**config.mk**
```make
export PLATFORM = sky130hd
export DESIGN_NAME = mem_bus_router
export DESIGN_NICKNAME = d
export VERILOG_FILES = /design/src/rtl/mem_bus_router.sv
export SDC_FILE = /design/constraint.sdc
export NUM_CORES = 1
export LEC_CHECK = 0
export CAP_MARGIN = 10
export CORE_MARGIN = 1.5
export CORE_UTILIZATION = 43
export DETAILED_ROUTE_END_ITERATION = 7
export MAX_ROUTING_LAYER = met4
export PLACE_DENSITY_LB_ADDON = 0.1
export SLEW_MARGIN = 20
export SYNTH_ARGS = -nofsm -noshare
export SYNTH_HDL_FRONTEND = slang
export SYNTH_SLANG_ARGS = --single-unit
```
**constraint.sdc**
```tcl
create_clock -name clk -period 2.23 [get_ports clk]
set_input_delay 0.3345 -clock clk [delete_from_list [all_inputs] [get_ports clk]]
set_output_delay 0.3345 -clock clk [all_outputs]
set_load 0.005 [all_outputs]
```
**src/rtl/mem_bus_router.sv**
```systemverilog
// mem_bus_router: single-master to N_SLV-slave router with address-mask
// decode, per-access wait counter with timeout error, and an error address log.
`timescale 1ns/1ps
module mem_bus_router #(
  parameter int ADDR_W  = 16,
  parameter int DATA_W  = 16,
  parameter int N_SLV   = 3,
  parameter logic [N_SLV*ADDR_W-1:0] BASE = {16'h6000, 16'h4000, 16'h0000},
  parameter logic [N_SLV*ADDR_W-1:0] MASK = {16'hFFFF, 16'hE000, 16'hC000},
  parameter int TIMEOUT = 15
) (
  input  logic                    clk,
  input  logic                    rst_n,
  input  logic                    m_req,
  input  logic                    m_we,
  input  logic [ADDR_W-1:0]       m_addr,
  input  logic [DATA_W-1:0]       m_wdata,
  output logic [DATA_W-1:0]       m_rdata,
  output logic                    m_ready,
  output logic                    m_err,
  output logic [N_SLV-1:0]        s_sel,
  output logic                    s_we,
  output logic [ADDR_W-1:0]       s_addr,
  output logic [DATA_W-1:0]       s_wdata,
  input  logic [N_SLV*DATA_W-1:0] s_rdata,
  input  logic [N_SLV-1:0]        s_ready,
  output logic [ADDR_W-1:0]       err_addr
);

  localparam int IDX_W = (N_SLV > 1) ? $clog2(N_SLV) : 1;
  localparam logic [7:0] TO_LAST = 8'(TIMEOUT - 1);

  typedef enum logic [1:0] {IDLE, ACCESS, RESP} state_t;

  state_t              r_state;
  logic [7:0]          r_cnt;
  logic                r_we;
  logic [ADDR_W-1:0]   r_addr;
  logic [DATA_W-1:0]   r_wdata;
  logic [IDX_W-1:0]    r_idx;
  logic                r_err;
  logic                r_ready;
  logic [DATA_W-1:0]   r_rdata;
  logic [N_SLV-1:0]    r_sel;
  logic [ADDR_W-1:0]   r_err_addr;

  logic                w_hit;
  logic [IDX_W-1:0]    w_idx;
  logic [N_SLV-1:0]    w_onehot;
  logic                w_sready;
  logic [DATA_W-1:0]   w_srdata;

  // Address decode: scan from the top so the lowest matching index wins.
  always_comb begin
    w_hit = 1'b0;
    w_idx = '0;
    for (int i = N_SLV - 1; i >= 0; i--) begin
      if ((m_addr & MASK[i*ADDR_W +: ADDR_W]) == BASE[i*ADDR_W +: ADDR_W]) begin
        w_hit = 1'b1;
        w_idx = IDX_W'(i);
      end
    end
  end

  // One-hot select for the decoded index, and the latched slave's response.
  always_comb begin
    w_onehot = '0;
    w_sready = 1'b0;
    w_srdata = '0;
    for (int i = 0; i < N_SLV; i++) begin
      w_onehot[i] = (w_idx == IDX_W'(i));
      if (r_idx == IDX_W'(i)) begin
        w_sready = s_ready[i];
        w_srdata = s_rdata[i*DATA_W +: DATA_W];
      end
    end
  end

  // Transaction FSM with registered master/slave outputs.
  always_ff @(posedge clk or negedge rst_n) begin
    if (!rst_n) begin
      r_state    <= IDLE;
      r_cnt      <= '0;
      r_we       <= 1'b0;
      r_addr     <= '0;
      r_wdata    <= '0;
      r_idx      <= '0;
      r_err      <= 1'b0;
      r_ready    <= 1'b0;
      r_rdata    <= '0;
      r_sel      <= '0;
      r_err_addr <= '0;
    end else begin
      case (r_state)
        IDLE: begin
          r_ready <= 1'b0;
          if (m_req) begin
            r_we    <= m_we;
            r_addr  <= m_addr;
            r_wdata <= m_wdata;
            r_idx   <= w_idx;
            r_cnt   <= '0;
            if (w_hit) begin
              r_sel   <= w_onehot;
              r_state <= ACCESS;
            end else begin
              // Unmapped: respond immediately with an error.
              r_err      <= 1'b1;
              r_rdata    <= '0;
              r_ready    <= 1'b1;
              r_err_addr <= m_addr;
              r_state    <= RESP;
            end
          end
        end
        ACCESS: begin
          if (w_sready) begin
            // Slave completion beats a simultaneous timeout.
            r_rdata <= r_we ? '0 : w_srdata;
            r_err   <= 1'b0;
            r_ready <= 1'b1;
            r_sel   <= '0;
            r_state <= RESP;
          end else if (r_cnt == TO_LAST) begin
            r_rdata    <= '0;
            r_err      <= 1'b1;
            r_ready    <= 1'b1;
            r_sel      <= '0;
            r_err_addr <= r_addr;
            r_state    <= RESP;
          end else begin
            r_cnt <= r_cnt + 8'd1;
          end
        end
        RESP: begin
          // Requests seen here are not taken; IDLE accepts them next cycle.
          r_ready <= 1'b0;
          r_state <= IDLE;
        end
        default: begin
          r_ready <= 1'b0;
          r_sel   <= '0;
          r_state <= IDLE;
        end
      endcase
    end
  end

  assign m_rdata  = r_rdata;
  assign m_ready  = r_ready;
  assign m_err    = r_err;
  assign s_sel    = r_sel;
  assign s_we     = r_we;
  assign s_addr   = r_addr;
  assign s_wdata  = r_wdata;
  assign err_addr = r_err_addr;

endmodule

```
-- Word-level counts from Yosys, hierarchy flattened
Cells that the tools add are included.
- bits in registers: 82
- input port bits: 87
- word-level logic and storage cells: 86
- add/subtract/negate cells: 1
- equality and inequality tests: 16
- mux-type cells: 46
- bitwise logic cells: 1
- reductions and logical operators: 11
- operator list (operator ; number):
    two-way mux 16 bit ; 12
    case mux 16 bit (2 select lines) ; 2
    two-way mux 8 bit ; 3
    equality test 16 x 15 -> 1 bit (second input constant) ; 1
    zero test 16 bit ; 1
    case mux 8 bit (2 select lines) ; 1
    two-way mux 2 bit ; 7
    two-way mux 1 bit ; 13
    two-way mux 3 bit ; 4
    inequality test 2 bit (second input constant) ; 6
    AND reduction 4 bit ; 3
    case mux 3 bit (3 select lines) ; 1
    adder 8 x 1 -> 8 bit (second input constant) ; 1
    equality test 8 x 4 -> 1 bit (second input constant) ; 1
    equality test 2 x 1 -> 1 bit (second input constant) ; 3
    equality test 2 bit (second input constant) ; 3
    zero test 2 bit ; 3
    AND reduction 5 bit ; 1
    case mux 1 bit (2 select lines) ; 2
    case mux 2 bit (2 select lines) ; 1
    AND reduction 2 bit ; 2
    equality test 3 x 2 -> 1 bit (second input constant) ; 1
    inequality test 3 bit (second input constant) ; 1
    nonzero test 2 bit ; 1
    NOT 1 bit ; 1

-- Logic depth before layout (Yosys ltp)
Gate-level depths: netlist (run 1).
- depth in word-level cells: 8
- mapped depth: 8

-- Worst setup path after synthesis (run 1)
Ideal clock, no wire load.
- path type: register to register
- from: reg r_cnt[0]
- to: reg r_cnt[5]
- setup time: 0.066 ns
- data arrival time: 1.797 ns
- path slack: 0.367 ns
- cell stages (with the launch flop): 8
- clock period less this slack: 1.863 ns
- path through: dfrtp_1 inv_1 ha_1 nor3b_1 a21o_1 a221o_1 or4_1 nand2_1
- cells in the longest elaborated chain, start to end: 4
- elaborated cells between the ends (all ways): 7
- ends and longest elaborated chain (what ; RTL line ; RTL):
    start, declared ; 36 ; logic [7:0] r_cnt;
    start signal, assigned ; 132 ; r_cnt <= r_cnt + 8'd1;
    adder 8 x 1 -> 8 bit ; 132 ;
    two-way mux 8 bit ; 124 ; end else if (r_cnt == TO_LAST) begin
    two-way mux 8 bit ; 117 ; if (w_sready) begin
    case mux 8 bit (2 select lines) ; 94 ; case (r_state)
Several ways; a longest one is shown, not always the timed one. The select of a mux whose other input is x is not followed.
A chain may end at the register's enable or synchronous reset.

-- Final worst setup path (run 1)
Ends and elaborated chain as after synthesis.

==> summary.md, run 1 <==
| Metric | Value |
|---|---|
| Fillers | `744` |
| Drt drc | `0` |
| Count of final hold-check violations | `0` |
| Routed vias/inst | `5.097` |
| Crit path cell chain | `inv_1 > ha_1 > nor3b_1 > a21o_1 > a221o_1 > or4_1 > nand2_1` |
| RD Place Congestion | `0.9046` |
| Wire length on met2 | `5.505 mm` |
| Nets@finish | `691` |
| Most frequent cells in the layout | `nand2_1 (162), clkdlybuf4s50_1 (155), dfrtp_1 (82)` |
| Final Setup Violations | `0` |
| Sequential Power Share | `37.3%` |
| Number of flops mapped to enable cells by yosys | `0` |
| Met3 WL post-DR | `771 um` |
| Critical path data required time | `2.52 ns` |
| Worst-path maximum fanout | `8` |
| Switching part of the total | `33.92%` |
| Power per cell area | `1135 mW/mm^2` |
| Register area | `0.002052 mm^2` |
| Max Root-Sink Buffers | `2` |
| Final worst-path cycle share | `93.68%` |
| Synth Area in XOR/XNOR | `0%` |
| First-pass GRT wire length | `18.34 mm` |
| Synth cell types | `42` |
| WS Path Type | `flip-flop to flip-flop` |
| Int Power | `4.468 mW` |
| Simple-Gate Fraction of Synth Area | `23.10%` |
| Placed cell area | `0.005756 mm^2` |
| Total design power | `6.761 mW` |
| # rows | `34` |
| Final Instance Area | `0.005957 mm^2` |
| Die Ht | `98.16 um` |
| Final WL | `11.16 mm` |
| Setup Skew | `0.006853 ns` |
| Synthesized area per cell | `9.162 um^2` |
| Core area | `0.008763 mm^2` |
| Kind of end point of the critical path | `flip-flop` |
| Actual slew at the worst max-slew pin | `0.4694 ns` |
| Most common cell after layout, fill and taps aside | `nand2_1` |
| Fin crit period | `2.089 ns` |
| Total I/O pin count | `157` |
| Worst-path clk slew | `0.08 ns` |
| CP max stage delay | `0.49 ns` |
| Initial antenna violation count | `0` |
| Hpwl dp | `8.131 mm` |
| Top sig layer | `met4` |
| GRT Util Overall | `24.58%` |
| LEAKAGE | `2.726 nW` |
| Mapped Cells | `425` |
| Multi-input logic area | `0.001709 mm^2` |
| Synth warn | `0` |
| H-tree level count | `3` |
| Mux cell area share after synthesis | `9.254%` |
| Max Cap Viol | `0` |
| Antenna diodes | `0` |
| Hold Slack | `0.4482 ns` |
| Via count | `3639` |
| Yosys reg bits | `82` |
| Synth Area in Compound Gates | `10.89%` |
| Cts repair resizes | `0` |
| Outcome | `completed` |
| CTS tree | `yes` |
| Post-synth net total | `514` |
| Critical-path top delay cell | `or4_1` |
| RSZ-0062 raised after global routing | `false` |
| R2R setup slack | `0.14 ns` |
| Sequential area share after synthesis | `52.70%` |
| TritonCTS Buffers | `9` |
| Met1 Wirelength | `4.713 mm` |
| Async S/R FF share, synth | `100.0%` |
| Vias in the first global route | `3725` |
| Drt pass-1 iters | `4` |
| Final Worst Setup Slack | `0.1410 ns` |
| Maximum VDD drop | `619.3 uV` |
| CTS root buffer | `clkbuf_8` |
| Largest family of logic cells by synthesized area | `simple AND/OR/NAND/NOR gates` |
| CP delay by family, top | `simple AND/OR/NAND/NOR gates` |
| Combinational share of power | `47.0%` |
| Cell area after synthesis | `0.003894 mm^2` |
| Fmax | `0.4787 GHz` |
| Pre-CTS setup slack | `-0.08759 ns` |
| Largest net degree at the start of global routing | `53` |
| PortBufs | `156` |
| DRT iter0 DRCs | `126` |
| Grt total ovfl | `0` |
| CP startpoint kind | `flip-flop` |
| Routed WL per cell | `15.63 um` |
| Slew Viols, Final | `0` |
| Antenna-violating nets left | `0` |
| Clk Latency, worst-skew pair | `0.35 ns` |
| Critical path data arrival time | `2.38 ns` |
| Worst relative slew slack | `68.70%` |
| Sw Pwr | `2.293 mW` |
| Hold WC Path Type | `input pin to asynchronous set/reset pin` |
| Post-Synth Adder-Cell Area | `0.6427%` |
| Sink Count | `82` |
| Area grow syn2layout | `52.99%` |
| Initial core utilization | `44.43%` |
| Layout cells sized above 1 | `11.39%` |
| Clock share of power | `15.7%` |
| Die X | `98.16 um` |
| Top_reg_cell synth | `dfrtp_1` |
| Worst path bufs/invs | `1` |
| Total die area | `0.009635 mm^2` |
worst paths after layout:
path	depth (start not counted)	startpoint	end
worst max-delay path	7	r_cnt[0]	r_cnt[5]
worst min-delay path	2	rst_n	m_err
max in group asynchronous	3	rst_n	err_addr[4]
min in group clk	2	s_wdata[13]	s_wdata[13]
worst min register to register	2	s_wdata[13]	s_wdata[13]
worst max register to register	7	r_cnt[0]	r_cnt[5]
cells in the mapped netlist, types with 3 or more instances:
library cell | instances | area (um^2)
nand2_1 | 162 | 608.1
or3_1 | 4 | 25.02
mux2_2 | 15 | 168.9
mux2i_1 | 18 | 180.2
dfrtp_1 | 82 | 2052
nor2b_1 | 4 | 25.02
a21oi_1 | 27 | 135.1
inv_1 | 4 | 15.01
nor4_1 | 3 | 18.77
o2bb2ai_1 | 16 | 140.1
clkbuf_1 | 13 | 48.80
buf_2 | 7 | 35.03
o21ai_0 | 10 | 50.05
nor2_1 | 23 | 86.33
power by group through the flow:
stage	Clock [mW]	Combinational (mW)	Sequential, mW
floorplan	0	1.31	2.52
finish	1.06	3.17	2.52
global placement	0	3.14	2.51
CTS	1.10	3.21	2.52
detailed placement	0	3.20	2.54
global route	1.16	3.47	2.61
routing by layer:
layer	track usage [%]	up-vias
met4	7.151	0
met1	30.05	1715
met2	40.58	132
met5	-	-
li1	-	1775
met3	6.084	17
sequential cells by signal, indices dropped and copies added, names as in the netlist:
name and cells:
err_addr 16, m_err 1, m_rdata 16, m_ready 1
r_cnt 8, r_idx 2, r_state 2, s_addr 16
s_sel 3, s_wdata 16, s_we 1
area by class of cell:
class                           count  area share (%)
Clock buffer                        9           2.079
Sequential cell                    82           34.45
Tap cell                          108           2.268
Inverter                            4          0.2520
Timing Repair Buffer              190           31.13
Clock inverter                      6           1.134
Multi-Input combinational cell    315           28.69
worst reg2reg max path: stages (launching register included):
cell and delay, ns:
dfrtp_1 0.42, inv_1 0.06, ha_1 0.21, nor3b_1 0.17, a21o_1 0.18, a221o_1 0.41
or4_1 0.49, nand2_1 0.08
kinds of logic (layout without fill, tap and decap cells):
group / count (synthesis) / in the layout
buffers and inverters: 28 / 209
DFF: 82 / 82
AOI/OAI and AO/OA: 65 / 65
adders and majority gates: 2 / 2
muxes: 34 / 34
and+or+nand+nor: 214 / 214
timing repair:
action	CTS	global route
buffers inserted	0	0
hold buffers	1	0
endpoints found under the hold margin	30	0
per-stage QoR:
stage	instances	setup TNS, ns	utilization (%)
floorplan	425	0	-
global placement	698	-0.6687	65.68
detailed placement	698	-1.238	65.68
CTS	714	0	67.98
global route	714	0	67.98
finish	714	0	67.98
Note: power is estimated with default switching activity, not from simulation.
==> inputs of run 2 (changes only) <==
CORE_ASPECT_RATIO = 1.5   (was default)
==> summary.md, run 2 (synthesis gave the netlist of run 1 again) <==
| Metric | Value |
|---|---|
| Post-route setup TNS | `0 ns (unchanged)` |
| Hold Slack | `-0.005325 ns (was 0.4482 ns)` |
| PortBufs | `156 (unchanged)` |
| Count of final hold-check violations | `3 (was 0)` |
| Final Setup Violations | `0 (unchanged)` |
| Antenna-violating nets left | `0 (unchanged)` |
| Cts repair resizes | `0 (unchanged)` |
| GRT Util Overall | `24.17% (was 24.58%)` |
| First-pass GRT wire length | `17.29 mm (was 18.34 mm)` |
| Worst relative slew slack | `57.44% (was 68.70%)` |
| Slew Viols, Final | `0 (unchanged)` |
| Vias in the first global route | `3653 (was 3725)` |
| Setup Skew | `0.006112 ns (was 0.006853 ns)` |
| Hold WC Path Type | `input pin to asynchronous set/reset pin (unchanged)` |
| Max Cap Viol | `0 (unchanged)` |
| Max Root-Sink Buffers | `2 (unchanged)` |
| LEAKAGE | `2.721 nW (was 2.726 nW)` |
| Actual slew at the worst max-slew pin | `0.6355 ns (was 0.4694 ns)` |
| Pre-CTS setup slack | `-0.08557 ns (was -0.08759 ns)` |
| RD Place Congestion | `0.8345 (was 0.9046)` |
| H-tree level count | `3 (unchanged)` |
| # rows | `42 (was 34)` |
| Worst-path maximum fanout | `8 (unchanged)` |
| Drt drc | `0 (unchanged)` |
| Final WL | `10.83 mm (was 11.16 mm)` |
| Failing checks | `hold timing` |
| Hold_buf cts | `0 (was 1)` |
| Dpl cells | `687 (was 698)` |
| Critical path data arrival time | `2.32 ns (was 2.38 ns)` |
| RSZ-0062 raised after global routing | `false (unchanged)` |
| CTS tree | `yes (unchanged)` |
| Placed cell area | `0.005660 mm^2 (was 0.005756 mm^2)` |
| Final Worst Setup Slack | `0.1902 ns (was 0.1410 ns)` |
| Layout Cells excl Fill | `702 (was 714)` |
| Final design utilization | `67.77% (was 67.98%)` |
| Total design power | `7.232 mW (was 6.761 mW)` |
| TritonCTS Buffers | `9 (unchanged)` |
| Critical path data required time | `2.51 ns (was 2.52 ns)` |
| Total I/O pin count | `157 (unchanged)` |
| Grt total ovfl | `0 (unchanged)` |
| Clk Latency, worst-skew pair | `0.34 ns (was 0.35 ns)` |
| Routed vias/inst | `5.118 (was 5.097)` |
| Area grow syn2layout | `53.66% (was 52.99%)` |
| Antenna diodes | `0 (unchanged)` |
| Nets@finish | `677 (was 691)` |
| DRT iter0 DRCs | `120 (was 126)` |
| Most common cell after layout, fill and taps aside | `nand2_1 (unchanged)` |
| Layout cells sized above 1 | `9.291% (was 11.39%)` |
| Initial core utilization | `44.10% (was 44.43%)` |
| Maximum VDD drop | `745.9 uV (was 619.3 uV)` |
| Hpwl dp | `7.833 mm (was 8.131 mm)` |
| Die X | `80.70 um (was 98.16 um)` |
| Drt pass-1 iters | `4 (unchanged)` |
| Fmax | `0.4902 GHz (was 0.4787 GHz)` |
| Outcome | `finished, violations left (was completed)` |
| Final Instance Area | `0.005983 mm^2 (was 0.005957 mm^2)` |
| WS Path Type | `flip-flop to flip-flop (unchanged)` |
| CTS root buffer | `clkbuf_16 (was clkbuf_8)` |
| Core area | `0.008828 mm^2 (was 0.008763 mm^2)` |
| Sink Count | `82 (unchanged)` |
| Most frequent cells in the layout | `nand2_1 (162), clkdlybuf4s50_1 (155), dfrtp_1 (82) (unchanged)` |
| Die Ht | `119.5 um (was 98.16 um)` |
| Kind of end point of the critical path | `flip-flop (unchanged)` |
| CP startpoint kind | `flip-flop (unchanged)` |
| Total die area | `0.009647 mm^2 (was 0.009635 mm^2)` |
| Final worst-path cycle share | `91.47% (was 93.68%)` |
| Number of setup buffers added after CTS | `0 (unchanged)` |
| Worst-path clk slew | `0.06 ns (was 0.08 ns)` |
| Initial antenna violation count | `0 (unchanged)` |
| Power per cell area | `1209 mW/mm^2 (was 1135 mW/mm^2)` |
| Routed WL per cell | `15.43 um (was 15.63 um)` |
| Largest net degree at the start of global routing | `45 (was 53)` |
| Fin crit period | `2.040 ns (was 2.089 ns)` |
| Via count | `3593 (was 3639)` |
run 2: cell count changes in the layout (fill, tap and decap cells not counted), sizes merged:
cell,previous run,this run
buf,34,21
clkbuf,9,13
clkinv,2,0
clkinvlp,2,0
bufinv,1,2
dlygate4sd3,1,0
inv,5,4
run 2: worst paths after layout:
| path | startpoint | end | slack (ns) | depth (start not counted) |
|---|---|---|---|---|
| max | r_cnt[0] | r_cnt[5] | 0.19 | 7 |
| min | rst_n | m_rdata[1] | -0.005 | 1 |
| max reg2reg | r_cnt[0] | r_cnt[5] | 0.19 | 7 |
| min reg2reg | s_wdata[10] | s_wdata[10] | 0.47 | 2 |
| max in group asynchronous | rst_n | r_state[0] | 1.64 | 2 |
| min in group clk | s_wdata[10] | s_wdata[10] | 0.47 | 2 |
run 2: report_power, final:
part           leakage, nW  switching (mW)  internal (mW)  total (mW)
Clock                0.156           0.567           1.04        1.60
Combinational         1.52            1.31           1.80        3.11
Sequential            1.04           0.408           2.11        2.52
run 2: per-layer routing:
metal | part of all wire, % | global-route usage, % | vias up
met5 | 0 | - | -
met4 | 1.6 | 8.944 | 0
met3 | 7.6 | 6.692 | 14
met2 | 50 | 41.07 | 118
met1 | 40 | 26.66 | 1714
li1 | - | - | 1747
run 2: layout make-up:
type,instances,area (um^2)
clock inverters,2,60.06
repair buffers,176,1747
well taps,110,137.6
inverters,4,15.01
fillers,714,2845
clock buffers,13,260.3
multi-input cells,315,1712
flip-flops and latches,82,2052
run 2: critical path, stage by stage, from the launching register on:
cell	delay, ns
dfrtp_1	0.39
inv_1	0.06
ha_1	0.18
nor3b_1	0.17
a21o_1	0.18
a221o_1	0.41
or4_1	0.49
nand2_1	0.08
==> inputs of run 3 (changes only) <==
SETUP_SLACK_MARGIN = 0.4   (was default)
==> summary.md, run 3 (synthesis gave the netlist of run 1 again) <==
| Metric | Value |
|---|---|
| Worst-path maximum fanout | `9 (was 8)` |
| Critical path data arrival time | `2.12 ns (was 2.32 ns)` |
| Most common cell after layout, fill and taps aside | `nand2_1 (unchanged)` |
| Worst-path clk slew | `0.06 ns (about the same)` |
| CTS tree | `yes (unchanged)` |
| Die X | `80.70 um (unchanged)` |
| Count of final hold-check violations | `0 (was 3)` |
| DRT iter0 DRCs | `111 (was 120)` |
| Worst relative slew slack | `62.47% (was 57.44%)` |
| Post-route setup TNS | `0 ns (unchanged)` |
| Final worst-path cycle share | `84.94% (was 91.47%)` |
| Antenna-violating nets left | `0 (unchanged)` |
| CP startpoint kind | `flip-flop (unchanged)` |
| WS Path Type | `flip-flop to flip-flop (unchanged)` |
| TritonCTS Buffers | `9 (unchanged)` |
| Final design utilization | `71.30% (was 67.77%)` |
| Vias in the first global route | `3922 (was 3653)` |
| Area grow syn2layout | `61.66% (was 53.66%)` |
| RD Place Congestion | `0.8504 (was 0.8345)` |
| Antenna diodes | `0 (unchanged)` |
| Largest net degree at the start of global routing | `44 (was 45)` |
| Maximum VDD drop | `844.3 uV (was 745.9 uV)` |
| Final Setup Violations | `0 (unchanged)` |
| Nets@finish | `688 (was 677)` |
| Layout Cells excl Fill | `713 (was 702)` |
| Dpl cells | `687 (unchanged)` |
| Routed WL per cell | `16.25 um (was 15.43 um)` |
| Total design power | `7.584 mW (was 7.232 mW)` |
| Hpwl dp | `8.002 mm (was 7.833 mm)` |
| Hold Slack | `0.2840 ns (was -0.005325 ns)` |
| Grt total ovfl | `0 (unchanged)` |
| H-tree level count | `3 (unchanged)` |
| # rows | `42 (unchanged)` |
| First-pass GRT wire length | `18.04 mm (was 17.29 mm)` |
| Fin crit period | `1.894 ns (was 2.040 ns)` |
| Via count | `3685 (was 3593)` |
| Core area | `0.008828 mm^2 (unchanged)` |
| Initial antenna violation count | `0 (unchanged)` |
| Total die area | `0.009647 mm^2 (unchanged)` |
| PortBufs | `156 (unchanged)` |
| Critical path data required time | `2.46 ns (was 2.51 ns)` |
| Routed vias/inst | `5.168 (was 5.118)` |
| Kind of end point of the critical path | `flip-flop (unchanged)` |
| Most frequent cells in the layout | `nand2_1 (161), clkdlybuf4s50_1 (143), dfrtp_1 (81) (was nand2_1 (162), clkdlybuf4s50_1 (155), dfrtp_1 (82))` |
| GRT Util Overall | `24.99% (was 24.17%)` |
| CTS root buffer | `clkbuf_16 (unchanged)` |
| Max Root-Sink Buffers | `2 (unchanged)` |
| Die Ht | `119.5 um (unchanged)` |
| Total I/O pin count | `157 (unchanged)` |
| Slew Viols, Final | `0 (unchanged)` |
| Layout cells sized above 1 | `14.10% (was 9.291%)` |
| Fillers | `689 (was 714)` |
| Final WL | `11.59 mm (was 10.83 mm)` |
| Setup Skew | `0.004572 ns (was 0.006112 ns)` |
| Power per cell area | `1205 mW/mm^2 (was 1209 mW/mm^2)` |
| Sink Count | `82 (unchanged)` |
| LEAKAGE | `2.969 nW (was 2.721 nW)` |
| Initial core utilization | `44.10% (unchanged)` |
| Outcome | `completed (was finished, violations left)` |
| Actual slew at the worst max-slew pin | `0.5552 ns (was 0.6355 ns)` |
| Clk Latency, worst-skew pair | `0.34 ns (about the same)` |
| RSZ-0062 raised after global routing | `true (was false)` |
| Drt pass-1 iters | `4 (unchanged)` |
| Max Cap Viol | `0 (unchanged)` |
| Fmax | `0.5279 GHz (was 0.4902 GHz)` |
| Hold WC Path Type | `input pin to flip-flop (was input pin to asynchronous set/reset pin)` |
| Drt drc | `0 (unchanged)` |
[run 3: changes by cell type in the layout (fill, tap and decap cells not counted), moves of 8 or more]
cell and delta:
buf_4 +8, clkdlybuf4s50_1 -12, mux2_4 +15, dlymetal6s2s_1 +10, mux2_2 -15
[run 3: final timing paths]
check,startpoint,end,slack [ns],cells past startpoint
hold reg to reg,s_wdata[6],s_wdata[6],0.48,2
setup reg to reg,r_state[1],err_addr[6],0.34,5
min in group asynchronous,rst_n,s_wdata[14],0.50,2
max in group asynchronous,rst_n,err_addr[2],1.06,3
setup / recovery,r_state[1],err_addr[6],0.34,5
hold / removal,m_addr[2],s_addr[2],0.28,3
[run 3: worst max-delay path, stage by stage, from the launching register on]
cell	delay, ns
dfrtp_1	0.46
nand2b_2	0.23
buf_4	0.23
nor2_4	0.08
o221ai_4	0.43
mux2_4	0.35
[run 3: stage by stage]
stage / area (um^2) / setup slack, ns
2_1_floorplan: 3910 / 0.3872
3_3_place_gp: 5652 / -0.08603
6_report: 6295 / 0.3357
5_1_grt: 6295 / 0.2721
4_1_cts: 6170 / 0.3439
3_5_place_dp: 5652 / -0.1298
[run 3: metal layers]
metal | routed length (um) | GRT usage [%]
met1 | 4568 | 27.33
met3 | 819 | 4.335
met2 | 5802 | 42.17
met5 | 0 | -
met4 | 396 | 14.01
[run 3: area by class of cell]
type                       instances  area, um^2  share of cell area [%]
tap                              110       137.6                   2.186
timing repair buffer             186        1861                   29.56
sequential                        82        2053                   32.62
multi-input combinational        316        1923                   30.55
clock inverter                     2       35.03                  0.5565
clock buffer                      13       270.3                   4.293
inverter                           4       15.01                  0.2385
[run 3: where the power goes]
group	switching, mW	leakage [nW]	total [mW]	internal, mW
sequential	0.437	1.04	2.55	2.11
clock	0.560	0.152	1.51	0.950
combinational	1.46	1.78	3.53	2.07
total	2.45	2.97	7.58	5.13
[run 3: what timing repair did]
action	4_1_cts	5_1_grt
pin swaps	8	9
cloned	1	2
hold buffers	1	0
setup buffers	5	2
resized for setup	39	17
endpoints found under the hold margin	6	0
endpoints found under the setup margin	38	39
